`src/rtl/mux_arb_defs.sv`:
```
// rtl/mux_arb_defs.sv - shared state encodings and defaults for the 2:1 arbitrated mux
package mux_arb_defs;

  localparam int WIDTH_DEF    = 32;
  localparam int MAXBURST_DEF = 4;

  typedef enum logic [1:0] {
    ST_IDLE = 2'b00,
    ST_G0   = 2'b01,
    ST_G1   = 2'b10
  } arb_state_e;

  // A single-cycle burst limit still needs a 1-bit counter to stay legal.
  function automatic int cnt_width(input int maxburst);
    return (maxburst > 1) ? $clog2(maxburst) : 1;
  endfunction

endpackage

```
`src/rtl/mux2x1_param.sv`:
```
// rtl/mux2x1_param.sv - combinational WIDTH-bit 2:1 data selector
module mux2x1_param #(
  parameter int WIDTH = 32
) (
  input  logic [WIDTH-1:0] a0,
  input  logic [WIDTH-1:0] a1,
  input  logic             s,
  output logic [WIDTH-1:0] y
);

  assign y = s ? a1 : a0;

endmodule

```
`src/rtl/mux2x1_arbiter.sv`:
```
// rtl/mux2x1_arbiter.sv - two-source round-robin arbiter with burst limit and registered shared output
module mux2x1_arbiter
  import mux_arb_defs::*;
#(
  parameter int WIDTH    = WIDTH_DEF,
  parameter int MAXBURST = MAXBURST_DEF
) (
  input  logic             clk,
  input  logic             clrn,
  input  logic             r0,
  input  logic             r1,
  input  logic [WIDTH-1:0] a0,
  input  logic [WIDTH-1:0] a1,
  output logic             g0,
  output logic             g1,
  output logic             s,
  output logic [WIDTH-1:0] y,
  output logic             v
);

  localparam int            CW       = cnt_width(MAXBURST);
  localparam logic [CW-1:0] CNT_LAST = CW'(MAXBURST - 1);

  arb_state_e       state_q, state_d;
  logic [CW-1:0]    cnt_q, cnt_d;
  logic             last_q, last_d;
  logic [WIDTH-1:0] y_q, y_d;
  logic             v_q, v_d;
  logic [WIDTH-1:0] mux_out;

  assign g0 = (state_q == ST_G0);
  assign g1 = (state_q == ST_G1);
  assign s  = (state_q == ST_G1);
  assign y  = y_q;
  assign v  = v_q;

  mux2x1_param #(.WIDTH(WIDTH)) u_mux (
    .a0 (a0),
    .a1 (a1),
    .s  (s),
    .y  (mux_out)
  );

  always_comb begin
    state_d = state_q;
    case (state_q)
      ST_IDLE: begin
        if (r0 && r1)  state_d = last_q ? ST_G0 : ST_G1;
        else if (r0)   state_d = ST_G0;
        else if (r1)   state_d = ST_G1;
        else           state_d = ST_IDLE;
      end
      ST_G0: begin
        if (!r0)                          state_d = r1 ? ST_G1 : ST_IDLE;
        else if (r1 && cnt_q == CNT_LAST) state_d = ST_G1;
        else                              state_d = ST_G0;
      end
      ST_G1: begin
        if (!r1)                          state_d = r0 ? ST_G0 : ST_IDLE;
        else if (r0 && cnt_q == CNT_LAST) state_d = ST_G0;
        else                              state_d = ST_G1;
      end
      default: state_d = ST_IDLE;
    endcase
  end

  always_comb begin
    cnt_d  = '0;
    last_d = last_q;
    if (state_d != state_q) begin
      if (state_d == ST_G0) last_d = 1'b0;
      if (state_d == ST_G1) last_d = 1'b1;
    end else if (state_q != ST_IDLE) begin
      cnt_d = (cnt_q == CNT_LAST) ? '0 : cnt_q + CW'(1);
    end
  end

  // y only samples the mux while a grant is live, so ungranted data never appears.
  always_comb begin
    v_d = g0 | g1;
    y_d = v_d ? mux_out : y_q;
  end

  always_ff @(posedge clk) begin
    if (!clrn) begin
      state_q <= ST_IDLE;
      cnt_q   <= '0;
      last_q  <= 1'b1;
      y_q     <= '0;
      v_q     <= 1'b0;
    end else begin
      state_q <= state_d;
      cnt_q   <= cnt_d;
      last_q  <= last_d;
      y_q     <= y_d;
      v_q     <= v_d;
    end
  end

endmodule

```
`config.mk`:
```
export PLATFORM = sky130hd
export DESIGN_NAME = mux2x1_arbiter
export DESIGN_NICKNAME = d
export VERILOG_FILES = /design/src/rtl/mux_arb_defs.sv /design/src/rtl/mux2x1_param.sv /design/src/rtl/mux2x1_arbiter.sv
export SDC_FILE = /design/constraint.sdc
export NUM_CORES = 1
export LEC_CHECK = 0
export BUFFER_PORTS_ARGS = -buffer_cell sky130_fd_sc_hd__buf_2
export CAP_MARGIN = 20
export CORE_MARGIN = 5
export CORE_UTILIZATION = 45
export CTS_CLUSTER_SIZE = 14
export DETAILED_ROUTE_END_ITERATION = 8
export GPL_TIMING_DRIVEN = 1
export PLACE_DENSITY_LB_ADDON = 0.08
export SETUP_SLACK_MARGIN = 0.3
export SLEW_MARGIN = 5
export SYNTH_ARGS = -nofsm -noshare
export SYNTH_HDL_FRONTEND = slang
export SYNTH_SLANG_ARGS = --single-unit
```
`constraint.sdc`:
```
create_clock -name clk -period 5.5 [get_ports clk]
set_input_delay 1.65 -clock clk [delete_from_list [all_inputs] [get_ports clk]]
set_output_delay 1.65 -clock clk [all_outputs]
set_load 0.005 [all_outputs]
```
# Yosys cells after proc, flatten, opt, wreduce, memory -nomap -nowiden
# Index checks and enable logic that the tools add are counted.
[word_totals]
reg_bits = 38
in_bits = 68
out_inout_bits = 36
elab_cells = 36
[classes]
n_addsub = 1
n_eq_ne = 6
mux = 13
bitwise = 3
reduce_logical = 8
[ops]
columns = ["operator", "count"]
rows = [
  ["$mux W32", 1],
  ["$mux W2", 8],
  ["$eq A2 B2 Y1 const B", 3],
  ["$pmux W2 S3", 1],
  ["$eq A2 B1 Y1 const B", 2],
  ["$reduce_bool A2 Y1", 2],
  ["$reduce_or A4 Y1", 1],
  ["$logic_and A1 B1 Y1", 3],
  ["$mux W1", 3],
  ["$add A2 B1 Y2 const B", 1],
  ["$logic_not A2 Y1", 1],
  ["$ne A2 B2 Y1", 1],
  ["$not A1 Y1", 2],
  ["$reduce_and A2 Y1", 1],
  ["$or A1 B1 Y1", 1],
]

# Logic depth before layout (Yosys ltp)
# Gate-level depths: netlist of run 1.
[depth]
word_depth = 8
ltp_mapped = 10
mapped_depth_nobuf = 9

# By module
# A second synthesis of run 1 with hierarchy kept.
[hier_totals]
cells_unflattened = 180
area_unflattened_um2 = 2039.5
[by_module_without_submodules]
columns = ["mod", "instances", "cells_per_inst", "area_each_um2", "seq_area_each_um2"]
rows = [
  ["mux2x1_arbiter", 1, 144, 1495.2, 760.7],
  ["mux2x1_param", 1, 36, 544.3, 0.0],
]

# Least setup slack after synthesis of run 1
# No wires, ideal clock.
[synth_timing]
path_kind = "input-to-reg"
from = "in r1"
to = "reg last_q"
setup_time_ns = 0.072
t_arrival_ns = 2.416
t_required_ns = 5.428
path_slack_ns = 3.012
stages = 5
n_path_buf = 0
path_cell_list = "nand3_1 -> nand3_2 -> ha_1 -> a21oi_2 -> mux2i_1"
[synth_via]
elab_chain_len = 7
word_cells_on_any_way = 15
cone_classes = "3 x eq/ne; 8 x mux; 4 x reduce/logical"
[synth_lines]
columns = ["item", "line_no", "source"]
rows = [
  ["start: declaration", "mux2x1_arbiter.sv:11", "input logic r1,"],
  ["$mux W2 or $logic_and A1 B1 Y1 (tied branches)", "mux2x1_arbiter.sv:50, mux2x1_arbiter.sv:54, mux2x1_arbiter.sv:55", ""],
  ["$mux W2 (on tied branches)", "mux2x1_arbiter.sv:49, mux2x1_arbiter.sv:55", ""],
  ["$mux W2 (on tied branches)", "mux2x1_arbiter.sv:48, mux2x1_arbiter.sv:54", ""],
  ["$pmux W2 S3 (*)", "mux2x1_arbiter.sv:46", "case (state_q)"],
  ["$eq A2 B1 Y1 or $eq A2 B2 Y1 (tied branches)", "mux2x1_arbiter.sv:71, mux2x1_arbiter.sv:72", ""],
  ["$reduce_bool A2 Y1 (no line)", "--", ""],
  ["$reduce_and A2 Y1 (no line)", "--", ""],
  ["end signal: assignment", "mux2x1_arbiter.sv:94", "last_q <= last_d;"],
  ["end: declaration", "mux2x1_arbiter.sv:26", "logic last_q, last_d;"],
]
# Mark *: on every way between the ends. The rest lies on a longest branch, timed or not.
# A chain may end at the register's enable or synchronous reset.

# Final worst setup path of run 1
[layout_timing]
from = "reg state_q[0]"
to = "out g1"
[layout_via]
elab_chain_len = 1
[layout_lines]
columns = ["item", "line_no", "source"]
rows = [
  ["start: declaration", "mux2x1_arbiter.sv:24", "arb_state_e state_q, state_d;"],
  ["start signal: assignment", "mux2x1_arbiter.sv:92", "state_q <= state_d;"],
  ["$eq A2 B2 Y1", "mux2x1_arbiter.sv:32", "assign g1 = (state_q == ST_G1);"],
  ["end: declaration", "mux2x1_arbiter.sv:15", "output logic g1,"],
]
# Every way passes these cells.

==> results of run 1 <==
## state kept, by name, indices dropped and copies added, names as in the netlist
register / count
y: 32
cnt_q: 2
state_q: 2
last_q: 1
v: 1
## worst reg2reg max path: stages, from the launching register on
cell     delay (ns)
dfxtp_1        0.33
inv_1          0.15
ha_2           0.92
mux2i_1        0.18
nand3_1        0.15
nand3_2        0.13
ha_1           0.32
a21oi_2        0.13
mux2i_1        0.18
## cell usage in the layout (no fill, tap or decap), types with 2 or more instances in the layout
master / n
nor2_1: 38
ha_2: 2
ha_1: 4
inv_1: 4
dfxtp_1: 38
nand3_1: 3
xnor2_2: 2
buf_2: 103
mux2i_1: 35
a211oi_1: 32
nand3_2: 2
clkbuf_8: 6
## path summary, 6_finish.rpt
check | endpoint | slack, ns | depth (start not counted)
hold reg to reg | cnt_q[0] | 0.43 | 1
hold / removal | cnt_q[0] | 0.43 | 1
setup reg to reg | last_q | 2.93 | 8
setup / recovery | g1 | 1.91 | 3
## cell families after synthesis
| family | share of synthesized area |
|---|---|
| AND/OR/NAND/NOR | 0.124 |
| flip-flops | 0.426 |
| buffers and inverters | 0.0540 |
| adder cells (fa/ha/maj) | 0.0420 |
| XOR/XNOR | 0.0182 |
| AO/OA/AOI/OAI | 0.139 |
| multiplexers | 0.196 |
## stage by stage
step,cells,total power (W),worst slack [ns]
2_1_floorplan,183,0.000507,3.01
3_3_place_gp,319,0.000592,2.22
3_5_place_dp,319,0.000595,2.18
4_1_cts,325,0.000778,1.88
5_1_grt,326,0.000832,1.74
6_report,326,0.000772,1.91
## layer usage
metal  wire length (um)  track usage
met2               1940        0.266
met5                  0            0
met3                407       0.0496
met4                 29       0.0492
met1               1650        0.188
## cell type report
class | instances | area [um^2] | share of cell area
timing repair buffer | 104 | 536 | 0.224
sequential | 38 | 761 | 0.318
multi-input combinational | 125 | 933 | 0.390
clock buffer | 6 | 82.6 | 0.0345
inverter | 5 | 18.8 | 0.00785
tap | 48 | 60.1 | 0.0251
## power by group through the flow
stage | clock network, W | registers, W | logic, W
2_1_floorplan | 0 | 0.000356 | 0.000151
3_3_place_gp | 0 | 0.000351 | 0.000241
3_5_place_dp | 0 | 0.000351 | 0.000244
4_1_cts | 0.000188 | 0.000346 | 0.000244
5_1_grt | 0.000200 | 0.000353 | 0.000279
6_report | 0.000181 | 0.000346 | 0.000245
==> results.md, run 1 <==
- Outcome: complete, no violations
- Ant diodes: 0
- Row count: 22
- Quantity of I/O buffers inserted on ports: between 100 and 150
- Synth area leader: dfxtp_1
- Fin. Hold Viols: 0
- Skew final: about 0.0041 ns
- Worst Setup End Kind: primary output
- Global route overflow: 0
- Initial drt markers: 66
- RR Startpoint: state_q[0]
- Worst Path Buf+Inv: 2
- Final min period: between 3 and 4 ns
- Max H-tree Level: 2
- Fillers: 350
- Async SR Flop Fraction: 0
- Ratio of cells with drive above 1 in the final layout: 0.432
- Total of max-cap violations: 0
- Die area: 5330 um^2
- Crit path max fanout: 37
- Clock slew at reported path FFs: around 0.07 ns
- Vias in the first global route: approximately 1600
- HPWL Detailed: 3.03 mm
- Yosys reg bits: 38
- CTS tree: done
- Largest cells by area after synthesis: dfxtp_1 43%, mux2i_1 20%, a211oi_1 13%, nor2_1 8.0%, ha_1 4.2%
- Startpoint Class: flop
- Hold Path Origin: cnt_q[0]
- Most frequent cells after synthesis: 38 x dfxtp_1, 38 x nor2_1, 35 x mux2i_1
- Maximum clock rate: roughly 280 MHz
- Hold/Removal Path Class: reg -> reg
- Vias: approximately 1600
- First-pass GRT wire length: around 6.7 mm
- Initial antenna violation count: 0
- Cell Area, Placed: ~2300 um^2
- Nets: about 350
- Final Cell Area: roughly 2400 um^2
- Avg WL per Cell: ~12 um
- Drt via density: 4.90
- Placer Congestion: between 0.6 and 0.7
- Root Driver: clkbuf_8
- Die H: ~73 um
- VDD IR-drop max: roughly 150 uV
- Core footprint: between 3000 and 4000 um^2
- CP arrival: 1.94 ns
- Sw Share: 0.300
- Static leakage: approximately 1.1 nW
- Post-CTS Hold Buffers: 0
- Total Routing Usage GR: 0.157
- Clock Power Share: 0.235
- Register area share after synthesis: 0.426
- Delay-heaviest family, CP: adder cells
- Clock Latency Late Sink: approximately 0.27 ns
- Initial Utilization: 0.477
- CP peak stage delay: a little over 0.9 ns
- Synthesized Nets: between 200 and 300
- # resized after CTS: 0
- Setup Fix Bufs, Post-CTS: 0
- DRT Pass-1 Iters: 4
- CTS buffer count: 5
- Worst Setup SP: state_q[0]
- Final antenna-violating net count: 0
- DR DRC count: 0
- Post-synthesis instance area: 1790 um^2
- Clk buf depth: 2
- Crit-path cells: inv_1 -> ha_2 -> buf_2
- IO Pins: around 100
- Power density cells: 323 nW/um^2
- Psw: approximately 0.00023 W
- Die width: between 70 and 80 um
- Synthesis Warnings: 0
- Critical path type: reg -> out
- Final core utilization: 0.639
- Actual slew at the worst max-slew pin: around 1.1 ns
- Pins Over Slew Limit: 0
- Area Overhead vs Synth: 33.9%
- Mapped Avg Cell Area: between 9 and 10 um^2
- Largest net degree at the start of global routing: 66
- Period utilization: 0.653
- Setup Viol. Count Final: 0
- Distinct cells, synth: 22
- Ys flop type: dfxtp_1
- Hold Slack: 0.429 ns
- Critical Path RT: around 3.9 ns
- Sequential Power Share: 0.448
- Critical Path Slowest Stage Cell: ha_2
- Total Neg Setup Slack: 0 ns
- Cell count after synthesis: between 150 and 200
- Clock sink count: 38
- Internal power component: 0.000541 W
- RSZ-0062 raised after global routing: false
- Comb pwr share: 0.317
- Number of enable flip-flop cells after synthesis: 0
- Worst relative slew slack: 0.293
- Overall routed net length: about 4.0 mm
- Synth top area share: 0.426
Power figures use the tool's default switching activity.
==> run 2: changes to the inputs <==
CORE_UTILIZATION = 43   (was 45)
clock period = 3.6 ns   (was 5.5 ns; I/O delays follow)
==> results.md, run 2 (synthesis gave the netlist of run 1 again) <==
- Outcome: complete, no violations
- Critical Path RT: 2.52 ns (-1.33 ns)
- CTS buffer count: 5 (unchanged)
- Avg WL per Cell: 12.2 um (-1.2%)
- Clock Power Share: 0.279 (+0.044)
- Global route overflow: 0 (unchanged)
- FF-to-FF path depth: 8 (unchanged)
- Worst Setup End Kind: primary output
- Skew final: 0.00478 ns (+0.000650 ns)
- Cell total after placement: 322 (+0.94%)
- Clock slew at reported path FFs: 0.07 ns (about the same)
- Ant diodes: 0 (unchanged)
- Placer Congestion: 0.728 (+6.2%)
- Nets: 353 (unchanged)
- Static leakage: 1.10 nW (+0.54%)
- Actual slew at the worst max-slew pin: 1.05 ns (-0.00761 ns)
- Vias: 1560 (-2.3%)
- Row count: 23 (+4.5%)
- # resized after CTS: 0 (unchanged)
- Area Overhead vs Synth: 34.7%
- IO Pins: 104 (unchanged)
- Final antenna-violating net count: 0 (unchanged)
- Post-CTS Hold Buffers: 0 (unchanged)
- Startpoint Class: flop
- Overall routed net length: 4.04 mm (about the same)
- Max H-tree Level: 2 (unchanged)
- Max reg flops: 32 (unchanged)
- Critical path type: reg -> out
- Sequential Power Share: 0.426 (-0.022)
- CTS tree: done
- Final min period: between 2 and 3 ns
- Psw: 0.000359 W (+55%)
- Fin. Hold Viols: 0 (unchanged)
- Initial drt markers: 46 (-30%)
- Most common cell after layout, fill and taps aside: buf_2
- Hold/Removal Path Class: reg -> reg
- Clock Latency Late Sink: 0.29 ns (+0.02 ns)
- Quantity of I/O buffers inserted on ports: 103 (unchanged)
- Total Routing Usage GR: 0.154 (-0.00370)
- Worst relative slew slack: 0.299 (+0.00507)
- CP arrival: 1.54 ns (-0.40 ns)
- Pins Over Slew Limit: 0 (unchanged)
- Setup Fix Bufs, Post-CTS: 0 (unchanged)
- First-pass GRT wire length: 6.53 mm (-2.7%)
- Fin cells: 330 (+1.2%)
- Root Driver: clkbuf_8
- Setup Viol. Count Final: 0 (unchanged)
- Ratio of cells with drive above 1 in the final layout: 0.429 (-0.00308)
- Total of max-cap violations: 0 (unchanged)
- Internal power component: 0.000879 W (+63%)
- Power density cells: 515 nW/um^2 (+59%)
- Die H: 74.4 um (+2.0%)
- Die width: 74.4 um (+2.0%)
- Period utilization: 0.727
- DRT Pass-1 Iters: 4 (unchanged)
- Most frequent cells in the layout: 103 x buf_2, 38 x nor2_1, 38 x dfxtp_1
- Die area: 5540 um^2 (+4.0%)
- Maximum clock rate: roughly 380 MHz
- DR DRC count: 0 (unchanged)
- Hold Crit Depth: 1 (unchanged)
- Sw Share: 0.290 (-0.00992)
- RSZ-0062 raised after global routing: false
- Vias in the first global route: 1479 (-6.7%)
- Initial Utilization: 0.446 (-0.0306)
- Crit path max fanout: 20 (-46%)
- Core footprint: 4000 um^2 (+6.9%)
- VDD IR-drop max: 275 uV (+85%)
- Clock sink count: 38 (unchanged)
- Largest net degree at the start of global routing: 66 (unchanged)
- Drt via density: 4.73 (-3.4%)
- HPWL Detailed: 3.03 mm (-0.16%)
- Initial antenna violation count: 0 (unchanged)
- Clk buf depth: 2 (unchanged)
- Comb pwr share: 0.295 (-0.022)
- Total Neg Setup Slack: 0 ns (unchanged)
[run 2: cell types whose count changed in the layout (fill, tap and decap cells not counted), sizes merged]
cell	change
bufinv	+1
clkbuf	+1
[run 2: routing by layer]
metal | track usage | wire length [um] | up-vias
li1 | - | - | 835
met3 | 0.0662 | 542 | 7
met2 | 0.249 | 1780 | 69
met4 | 0.0534 | 54 | 0
met5 | 0 | 0 | -
met1 | 0.182 | 1660 | 649
[run 2: power by group through the flow]
stage               Clock [W]  Combinational (W)  Sequential [W]
floorplan                   0           0.000231        0.000544
global placement            0           0.000369        0.000536
detailed placement          0           0.000373        0.000536
CTS                  0.000357           0.000374        0.000528
global route         0.000376           0.000413        0.000537
finish               0.000345           0.000366        0.000528
[run 2: layout make-up]
type	instances	area, um^2
Tap cell	50	62.6
Multi-Input combinational cell	125	933
Clock inverter	1	30.0
Inverter	5	18.8
Sequential cell	38	761
Timing Repair Buffer	104	523
Clock buffer	7	76.3
Fill cell	372	1600
[run 2: path summary, 6_finish.rpt]
| check | from | end | slack [ns] |
|---|---|---|---|
| setup / recovery | state_q[0] | s | 0.98 |
| hold / removal | cnt_q[0] | cnt_q[0] | 0.44 |
| setup reg to reg | state_q[0] | last_q | 1.47 |
| hold reg to reg | cnt_q[0] | cnt_q[0] | 0.44 |
[run 2: critical path: stages (launching register included)]
cell	delay (ns)
dfxtp_1	0.33
inv_1	0.14
ha_2	0.57
buf_2	0.22
[run 2: stage by stage]
step	hold slack, ns	setup WS (ns)	util	cell area [um^2]	power (W)
CTS	0.449	0.918	0.601	2400	0.00126
floorplan	0.398	1.68	-	1790	0.000775
global route	0.462	0.861	0.601	2400	0.00133
global placement	0.413	1.27	0.575	2300	0.000905
finish	0.443	0.984	0.601	2400	0.00124
detailed placement	0.417	1.23	0.575	2300	0.000909
==> run 3: changes to the inputs <==
CORE_UTILIZATION = 39   (was 43)
clock period = 2.2 ns   (was 3.6 ns; I/O delays follow)
==> results.md, run 3 (synthesis gave the netlist of run 1 again) <==
- Outcome: complete, no violations
- Initial drt markers: 33 (-28%)
- Startpoint Class: flop
- Root Driver: clkbuf_8
- Placer Congestion: 0.711 (-2.4%)
- Critical Path RT: 1.54 ns (-0.98 ns)
- Die H: 77.7 um (+4.3%)
- Largest net degree at the start of global routing: 40 (-39%)
- Most common cell after layout, fill and taps aside: buf_2
- Avg WL per Cell: 12.6 um (+3.4%)
- CP peak stage delay: 0.37 ns (-0.20 ns)
- Global route overflow: 0 (unchanged)
- Final worst-path setup slack: 0.360 ns (-0.623 ns)
- Most frequent cells in the layout: 103 x buf_2, 38 x nor2_1, 36 x dfxtp_1
- Initial antenna violation count: 0 (unchanged)
- Core footprint: 4380 um^2 (+9.6%)
- Initial Utilization: 0.407 (-0.0391)
- Area Overhead vs Synth: 39.2%
- Period utilization: 0.836
- First-pass GRT wire length: 7.07 mm (+8.2%)
- Fin. Hold Viols: 0 (unchanged)
- Max H-tree Level: 2 (unchanged)
- RSZ-0062 raised after global routing: false
- Hold/Removal Path Class: reg -> reg
- Static leakage: 1.13 nW (+3.1%)
- Final antenna-violating net count: 0 (unchanged)
- Worst Path Buf+Inv: 3 (+1)
- Crit-path cells: inv_2 -> ha_4 -> buf_12 -> buf_2
- Maximum clock rate: roughly 540 MHz
- Die area: 6030 um^2 (+8.9%)
- Worst Setup End Kind: primary output
- CP arrival: 1.18 ns (-0.36 ns)
- HPWL Detailed: 3.27 mm (+8.1%)
- Setup Viol. Count Final: 0 (unchanged)
- Clk buf depth: 2 (unchanged)
- Critical Path Slowest Stage Cell: dfxtp_2
- Fillers: 428 (+15%)
- Total of max-cap violations: 0 (unchanged)
- CTS tree: done
- Vias in the first global route: 1569 (+6.1%)
- Final min period: between 1.5 and 2 ns
- Max reg flops: 32 (unchanged)
- Multi-input logic area: 966 um^2 (+3.5%)
- Pre-CTS setup slack: 0.328 ns (-0.905 ns)
- Delay-heaviest family, CP: flip-flops
- Ratio of cells with drive above 1 in the final layout: 0.458 (+0.0295)
- Total Neg Setup Slack: 0 ns (unchanged)
- Clock Latency Late Sink: 0.28 ns (about the same)
- Actual slew at the worst max-slew pin: 0.364 ns (-0.688 ns)
- Clock slew at reported path FFs: 0.07 ns (about the same)
- Power density cells: 797 nW/um^2 (+55%)
- Ant diodes: 0 (unchanged)
- Vias: 1605 (+2.9%)
- Drt via density: 4.75 (+0.45%)
- Die width: 77.7 um (+4.3%)
- DRT Pass-1 Iters: 4 (unchanged)
- Worst relative slew slack: 0.757 (+0.459)
- Nets: 359 (+1.7%)
- Overall routed net length: 4.27 mm (+5.9%)
- Total Routing Usage GR: 0.141 (-0.0123)
- DR DRC count: 0 (unchanged)
- VDD IR-drop max: 411 uV (+50%)
- Pins Over Slew Limit: 0 (unchanged)
- Cell Area, Placed: 2330 um^2 (+1.4%)
- Final Cell Area: 2480 um^2 (+3.3%)
- Critical path type: reg -> out
- Skew final: 0.00482 ns (+0.0000358 ns)
- Post-CTS Hold Buffers: 0 (unchanged)
- Clock sink count: 38 (unchanged)
- CTS buffer count: 5 (unchanged)
- IO Pins: 104 (unchanged)
- Reg area: 763 um^2 (+0.33%)
- Quantity of I/O buffers inserted on ports: 103 (unchanged)
- Row count: 24 (+4.3%)
- Crit path max fanout: 6 (-70%)
[run 3: worst register-to-register path, cell delays in order (launching register included)]
cell     delay [ns]
dfxtp_2        0.34
inv_1          0.19
ha_4           0.20
nor3_4         0.05
nor2_2         0.13
nand3_2        0.16
ha_1           0.33
a21oi_2        0.12
mux2i_1        0.18
[run 3: repair_timing]
item	in CTS	in global routing
pin swaps	0	1
endpoints found under the hold margin	0	0
resized for setup	5	5
endpoints found under the setup margin	1	3
setup buffers	1	1
[run 3: path summary, 6_finish.rpt]
| check | slack (ns) | endpoint | cells after the start | from |
|---|---|---|---|---|
| worst max-delay path | 0.36 | g1 | 4 | state_q[0] |
| worst min-delay path | 0.44 | cnt_q[0] | 1 | cnt_q[0] |
| worst max register to register | 0.43 | last_q | 8 | state_q[1] |
| worst min register to register | 0.44 | cnt_q[0] | 1 | cnt_q[0] |
[run 3: area by class of cell]
cell class	count	share of cell area
multi-input combinational	125	0.389
clock inverter	1	0.00201
tap	52	0.0262
timing repair buffer	110	0.234
inverter	5	0.00755
clock buffer	7	0.0347
sequential	38	0.307
[run 3: report_power, final]
group          internal (W)  switching, W
Sequential         0.000809     0.0000575
Combinational      0.000314      0.000320
Clock              0.000253      0.000228
[run 3: per-stage QoR]
stage               utilization  hold slack [ns]  std cells  total power, W
CTS                       0.559            0.429        337         0.00200
floorplan                     -            0.398        183         0.00127
global route              0.567            0.460        338         0.00213
detailed placement        0.532            0.419        328         0.00150
finish                    0.567            0.442        338         0.00198
global placement          0.532            0.407        328         0.00149
[run 3: metal layers]
| layer | part of all wire | wire length (um) | up-vias | track usage |
|---|---|---|---|---|
| li1 | - | - | 850 | - |
| met1 | 0.40 | 1710 | 684 | 0.160 |
| met2 | 0.48 | 2050 | 67 | 0.243 |
| met3 | 0.11 | 473 | 4 | 0.0544 |
| met4 | 0.0089 | 38 | 0 | 0.0464 |
| met5 | 0 | 0 | - | 0 |
